`config.mk`:
```
export PLATFORM = sky130hd
export DESIGN_NAME = food_spawner
export DESIGN_NICKNAME = d
export VERILOG_FILES = /design/src/rtl/food_spawner.sv
export SDC_FILE = /design/constraint.sdc
export NUM_CORES = 1
export LEC_CHECK = 0
export ABC_AREA = 1
export CAP_MARGIN = 15
export CORE_AREA = 10 10 94 96
export DETAILED_ROUTE_END_ITERATION = 8
export DIE_AREA = 0 0 104 106
export MAX_ROUTING_LAYER = met4
export PLACE_DENSITY = 0.66
export SLEW_MARGIN = 10
export SYNTH_ARGS = -nofsm -noshare
export SYNTH_HDL_FRONTEND = slang
export SYNTH_SLANG_ARGS = --single-unit
export TNS_END_PERCENT = 1
```
`constraint.sdc`:
```
create_clock -name Clk -period 1.7 [get_ports Clk]
set_input_delay 0.425 -clock Clk [delete_from_list [all_inputs] [get_ports Clk]]
set_output_delay 0.425 -clock Clk [all_outputs]
set_load 0.01 [all_outputs]
```
`src/rtl/food_spawner.sv`:
```
// Turns the LFSR stream into a free food tile: rejection-sampled X/Y, occupancy check with retry,
// and a raster-scan fallback once random tries are exhausted.
module food_spawner #(
  parameter int GRID_W    = 40,
  parameter int GRID_H    = 30,
  parameter int XW        = 6,
  parameter int YW        = 5,
  parameter int MAX_TRIES = 8
) (
  input  logic          Clk,
  input  logic          Reset,
  input  logic          spawn_req,
  input  logic [8:0]    rnd,
  input  logic          rnd_valid,
  output logic          occ_rd,
  output logic [XW-1:0] occ_x,
  output logic [YW-1:0] occ_y,
  input  logic          occ_hit,
  output logic [XW-1:0] food_x,
  output logic [YW-1:0] food_y,
  output logic          food_valid,
  output logic          busy,
  output logic          board_full
);

  localparam int CELLS = GRID_W * GRID_H;
  localparam int SW    = $clog2(CELLS + 1);
  localparam int TW    = $clog2(MAX_TRIES + 1);

  typedef enum logic [2:0] {
    IDLE, SAMPLE_X, SAMPLE_Y, CHECK, WAIT, SCAN_ADV, DONE
  } state_t;

  state_t        state;
  logic [XW-1:0] cx;
  logic [YW-1:0] cy;
  logic [TW-1:0] tries;
  logic [SW-1:0] scan_cnt;
  logic          scan_mode;

  logic [TW-1:0] tries_nx;
  logic [SW-1:0] scan_nx;
  logic          x_ok, y_ok;
  logic          unused_rnd;

  // One extra bit so a grid that fills the whole coordinate space still compares correctly
  assign x_ok     = {1'b0, rnd[XW-1:0]} < (XW+1)'(GRID_W);
  assign y_ok     = {1'b0, rnd[YW-1:0]} < (YW+1)'(GRID_H);
  assign tries_nx = tries + TW'(1);
  assign scan_nx  = scan_cnt + SW'(1);
  assign unused_rnd = ^rnd;

  assign occ_rd = (state == CHECK);
  assign occ_x  = cx;
  assign occ_y  = cy;
  assign busy   = (state != IDLE) && (state != DONE);

  always_ff @(posedge Clk) begin
    if (!Reset) begin
      state      <= IDLE;
      cx         <= '0;
      cy         <= '0;
      tries      <= '0;
      scan_cnt   <= '0;
      scan_mode  <= 1'b0;
      food_x     <= '0;
      food_y     <= '0;
      food_valid <= 1'b0;
      board_full <= 1'b0;
    end else begin
      case (state)
        IDLE, DONE: if (spawn_req) begin
          food_valid <= 1'b0;
          board_full <= 1'b0;
          tries      <= '0;
          scan_mode  <= 1'b0;
          state      <= SAMPLE_X;
        end
        SAMPLE_X: if (rnd_valid && x_ok) begin
          cx    <= rnd[XW-1:0];
          state <= SAMPLE_Y;
        end
        SAMPLE_Y: if (rnd_valid && y_ok) begin
          cy    <= rnd[YW-1:0];
          state <= CHECK;
        end
        CHECK: state <= WAIT;
        WAIT: begin
          if (!occ_hit) begin
            food_x     <= cx;
            food_y     <= cy;
            food_valid <= 1'b1;
            state      <= DONE;
          end else if (!scan_mode) begin
            tries <= tries_nx;
            if (tries_nx == TW'(MAX_TRIES)) begin
              scan_mode <= 1'b1;
              scan_cnt  <= '0;
              state     <= SCAN_ADV;
            end else begin
              state <= SAMPLE_X;
            end
          end else begin
            // Scan starts just past the last random candidate, so CELLS hits means every tile
            scan_cnt <= scan_nx;
            if (scan_nx == SW'(CELLS)) begin
              board_full <= 1'b1;
              food_valid <= 1'b0;
              state      <= DONE;
            end else begin
              state <= SCAN_ADV;
            end
          end
        end
        SCAN_ADV: begin
          if (cx == XW'(GRID_W - 1)) begin
            cx <= '0;
            cy <= (cy == YW'(GRID_H - 1)) ? '0 : cy + YW'(1);
          end else begin
            cx <= cx + XW'(1);
          end
          state <= CHECK;
        end
        default: state <= IDLE;
      endcase
    end
  end

endmodule

```
==> results.cfg, run 1 <==
[placed_design]
hpwl_mm = 5.10
port_buffers = 36
place_area_sq_um = 3090
dp_slack_ns = -0.237
routabilityCongestion = 0.874

[sta]
worst_slew_pin_slew_ns = 0.297
fin_setup_tns_ns = 0
period_needed_ns = 1.64
skew_ns = 0.00397
slew_viol_final = 0
setup_violations = 0
period_share_pct = 96.4
max_freq_mhz = 610
hold_violations = 0
rsz0062_at_grt = true
finalWorstSetupSlack_ns = 0.0606
relSlewSlack_pct = 80.1

[route]
detail_route.wirelength_mm = 6.64
num_vias = 2446
routedWlPerCell_microns = 12.9
dr.pass1.iters = 4
drt-initial-drc-count = 86
ant_nets = 0
viasPerCell = 4.75
drc = 0

[cells_and_area]
diodes = 0
layout-drive-gt1-share_pct = 22.1
syn_to_final_growth_pct = 35.9
final_util_pct = 46.4
num-nets-final = 435
fin_area_sq_um = 3280

[global_route]
grt_usage_pct = 12.5
grt_max_degree = 24
grt_antenna_before_repair = 0
grt_pass1_wl_mm = 11.3
overflow = 0
grt_pass1_vias = 2519

[cts]
numCtsBuffers = 5
clkTransAtPathRegs_ns = 0.08
cts_root_buf = clkbuf_8
cts_buffer_depth = 2
cts_hold_buf = 0
cts_sinks = 43
clk_latency_ns = 0.30
h-tree-depth = 2
cts_tree = yes

[floorplan]
dieArea_sq_um = 11000
core_sq_um = 7060
num_rows = 31
die_h_microns = 106
pin_count = 40
initial_utilization_pct = 34.2
die_x_microns = 104

[synth]
synth_nets = 370
postSynth.asyncResetShare_pct = 0
synth-edff-count = 0
seq_area_frac_synth_pct = 35.7
synth.area.top_cells = dfxtp_1 (36%), nand2_1 (10%), nor2_1 (7.8%)
synth.avg_cell_area_sq_um = 6.89
yosysWarnings = 0
synth_top_area_share_pct = 35.7
synthesis.area_sq_um = 2410
synthCells = 350
yosysTopAreaCell = dfxtp_1
yosysUniqueCellTypes = 35
ys.flop_type = dfxtp_1
synth_seq_cells = 43

[pwr]
ir_worst_vdd_uv = 515
power_density_nw_per_um2 = 922
p_leak_uw = 0.00147

[setup_path]
crit_path_end_kind = output port
cp_top_family = buffers and inverters
critical_path_class = reg -> out
cp.required_ns = 1.27
startpoint_type = flip-flop
slowest_stage = clkdlybuf4s50_1
crit_path_max_incr_delay_ns = 0.55
timing.critical_path.buf_inv = 1
cp.arrival_ns = 1.21
critPathMaxFanout = 2
critical_path.cell_chain = clkdlybuf4s50_1

[job]
maxCapViolCount = 0

[status]
status = finished clean

[min_path]
min_path_type = in -> reg
==> worst paths after layout <==
check / startpoint / end / slack [ns] / depth (start not counted)
setup / recovery: food_valid / food_valid / 0.06 / 1
hold reg to reg: scan_cnt[10] / scan_cnt[10] / 0.49 / 2
hold / removal: rnd[1] / occ_x[1] / 0.47 / 3
setup reg to reg: occ_x[1] / occ_y[1] / 0.13 / 8
==> routing by layer <==
metal	up-vias	wire length (microns)	GRT usage, %
met5	-	0	-
met4	0	80	4.67
met3	7	297	3.20
met2	49	3160	21.3
met1	1114	3100	13.8
li1	1276	-	-
==> report_power, final <==
group	internal (uW)	switching [uW]	leakage [uW]
logic	512	597	0.00107
clock network	282	365	0.0000477
registers	1140	125	0.000354
==> stage by stage <==
step	hold WS, ns	total power, uW	std cells
floorplan	0.444	1830	350
global placement	0.455	2350	506
detailed placement	0.477	2370	506
CTS	0.489	3020	514
global route	0.494	3220	515
finish	0.471	3020	515
==> worst min-delay path, delay by kind of cell <==
kind,cells,cell delay (ns)
buf+inv,1,0.13
simple gates,1,0.09
compound gates,1,0.08
==> kinds of logic (layout without fill, tap and decap cells) <==
kind of cell,after synthesis,in the layout,share of synthesized area (%)
simple gates,165,165,32.4
buf+inv,49,115,7.99
fa+ha+maj,6,6,3.11
compound gates,79,79,17.9
xor+xnor,8,8,2.91
flops,43,43,35.7
==> synthesized netlist by cell type, types with 6 or more instances <==
library cell and instances:
inv_2 9, nand3_1 20, ha_1 6, dfxtp_1 43, nand2_1 66, xor2_1 7, o21ai_0 30, inv_1 30
nor2_4 8, nor2_1 50, o21ai_1 6, a21oi_1 28
==> state kept, by name, indices dropped and copies added (netlist names) <==
| signal | count |
|---|---|
| scan_cnt | 11 |
| food_x | 6 |
| occ_x | 6 |
| food_y | 5 |
| occ_y | 5 |
| tries | 4 |
| state | 3 |
| board_full | 1 |
| food_valid | 1 |
| scan_mode | 1 |
==> placed cells by master, fill, tap and decap left out, drive strengths merged <==
| cell | instances |
|---|---|
| xor2 | 7 |
| clkdlybuf4s50 | 21 |
| nand4 | 2 |
| o21bai | 1 |
| nand3 | 22 |
| xnor2 | 1 |
| nand2 | 72 |
| o2111ai | 1 |
| clkdlybuf4s15 | 1 |
| clkinv | 4 |
| a211oi | 5 |
| o21ai | 36 |
| clkbuf | 6 |
| o21a | 1 |
| buf | 30 |
| a31oi | 5 |
| dfxtp | 43 |
| or2 | 3 |
| nor3 | 5 |
| a21oi | 30 |
| nand3b | 1 |
| nor4 | 1 |
| ha | 6 |
| dlygate4sd2 | 5 |
| nor2 | 59 |
| inv | 40 |
| dlymetal6s2s | 8 |
==> what timing repair did <==
item                       in CTS  in global routing
setup buffers                   0                  1
resized for setup              16                 31
setup endpoints to repair       9                 16
pin swaps                       0                  7
==> final cells by class <==
cell class              instances  area [sq um]
flip-flops and latches         43           878
clock inverters                 3          15.0
well taps                      99           124
repair buffers                 66           607
fillers                       747          3780
multi-input cells             258          1420
inverters                      41           159
clock buffers                   5          68.8
No activity file was read; power rests on OpenSTA's default activity.
==> run 2, diff against run 1 <==
--- a/config.mk
+++ b/config.mk
@@ -10,6 +10,7 @@
 export CORE_AREA = 10 10 94 96
 export DETAILED_ROUTE_END_ITERATION = 8
 export DIE_AREA = 0 0 104 106
+export GPL_TIMING_DRIVEN = 0
 export MAX_ROUTING_LAYER = met4
 export PLACE_DENSITY = 0.66
 export SLEW_MARGIN = 10
==> run 2 against run 1 <==
Cell count shrank 2.9%. Combinational power down 12%. Clock skew increased by 0.0017 ns. Clock power grew 14%. Register-to-register slack worse by 0.09 ns. Die area did not move. Sequential cell count stayed put. Hold slack improved by 0.0041 ns. Power up 0.27%. Routed wire length grew 3.4%. Worst setup slack worse by 0.031 ns. Utilization shrank 1.2 points. Critical endpoint is now occ_x[0]. Largest cell class unchanged.
==> results.cfg, run 2 (same netlist as run 1, synthesis figures left out) <==
[cells_and_area]
diodes = 0
layout_common_cells = nand2_1 (63), nor2_1 (44), inv_1 (30), o21ai_0 (30), dfxtp_1 (27)
layout_commonest_cell = nand2_1
layout-drive-gt1-share_pct = 21.4
num-nets-final = 420
regMostFlops = scan_cnt
largest_reg_flops = 11
syn_to_final_growth_pct = 32.5

[global_route]
grt_pass1_wl_mm = 11.3
grt_usage_pct = 12.6
overflow = 0
grt_max_degree = 13
grt_antenna_before_repair = 0
grt_pass1_vias = 2405

[sta]
hold_violations = 0
max_freq_mhz = 599
relSlewSlack_pct = 66.1
rsz0062_at_grt = true
period_needed_ns = 1.67
slew_viol_final = 0
finalWorstSetupSlack_ns = 0.0294
period_share_pct = 98.3
setup_violations = 0
skew_ns = 0.00563
worst_slew_pin_slew_ns = 0.509
fin_setup_tns_ns = 0

[setup_path]
cp_top_family = buffers and inverters
cp.arrival_ns = 1.25
r2r-start = occ_x[0]
critical_path_class = reg -> out
timing.critical_path.buf_inv = 1
startpoint = occ_x[0]
critical_path.cell_chain = clkdlybuf4s50_1
slowest_stage = clkdlybuf4s50_1
critPathMaxFanout = 5
crit_path_max_incr_delay_ns = 0.55
startpoint_type = flip-flop
crit_path_end_kind = output port
cp.required_ns = 1.27

[cts]
h-tree-depth = 2
cts_buffer_depth = 2
cts_tree = yes
cts_sinks = 43
numCtsBuffers = 5
clkTransAtPathRegs_ns = 0.08
cts_hold_buf = 0
clk_latency_ns = 0.31
cts_root_buf = clkbuf_8

[floorplan]
dieArea_sq_um = 11000
core_sq_um = 7060
die_x_microns = 104
die_h_microns = 106
pin_count = 40
num_rows = 31
initial_utilization_pct = 34.2

[route]
ant_nets = 0
drc = 0
drt-initial-drc-count = 90
dr.pass1.iters = 4
routedWlPerCell_microns = 13.7
viasPerCell = 4.85
num_vias = 2427
detail_route.wirelength_mm = 6.87

[pwr]
p_leak_uw = 0.00139
power_density_nw_per_um2 = 948
ir_worst_vdd_uv = 489

[min_path]
min_path_type = reg -> reg
min-delay-start = scan_cnt[10]

[placed_design]
dp_slack_ns = -0.398
port_buffers = 36
hpwl_mm = 4.92
routabilityCongestion = 0.867

[status]
status = finished clean

[job]
maxCapViolCount = 0
run 2: cell type report:
type	instances	area [sq um]
Tap cell	99	124
Inverter	41	159
Timing Repair Buffer	43	408
Sequential cell	43	893
Multi-Input combinational cell	258	1470
Fill cell	731	3860
Clock buffer	8	100
Buffer	8	41.3
run 2: power by group:
part	internal [uW]	switching, uW
Combinational	426	546
Sequential	1150	174
Clock	371	365
Total	1940	1090
run 2: timing repair:
action	in CTS	in global routing
pin swaps	0	8
gates cloned	0	0
setup buffers	0	7
setup endpoints to repair	19	30
resized for setup	23	45
run 2: per-stage QoR:
step / total power (uW) / utilization (%) / hold slack (ns) / cell area, sq um / cells
after floorplan: 1830 / - / 0.444 / 2410 / 350
after global placement: 2210 / 41.0 / 0.459 / 2900 / 485
after detailed placement: 2220 / 41.0 / 0.469 / 2900 / 485
after CTS: 2950 / 42.8 / 0.481 / 3020 / 493
after global routing: 3240 / 45.2 / 0.509 / 3190 / 500
final: 3030 / 45.2 / 0.475 / 3190 / 500
run 2: worst paths after layout:
kind | slack (ns) | end | depth (start not counted)
min | 0.47 | scan_cnt[10] | 2
max | 0.03 | occ_x[0] | 1
min reg2reg | 0.47 | scan_cnt[10] | 2
max reg2reg | 0.04 | occ_y[1] | 8
run 2: routing by layer:
metal  GRT usage [%]  vias to the layer above  part of all wire, %
met3            3.26                        8                  4.5
met5               -                        -                    0
met2            20.4                       49                   49
met4            3.88                        0                  1.2
met1            15.0                     1121                   45
li1                -                     1249                    -
run 2: worst reg2reg max path: cells and delay by family, from the launching register on:
kind / cells / cell delay, ns
buf+inv: 1 / 0.11
fa+ha+maj: 1 / 0.15
simple gates: 4 / 0.73
flops: 1 / 0.39
compound gates: 2 / 0.18
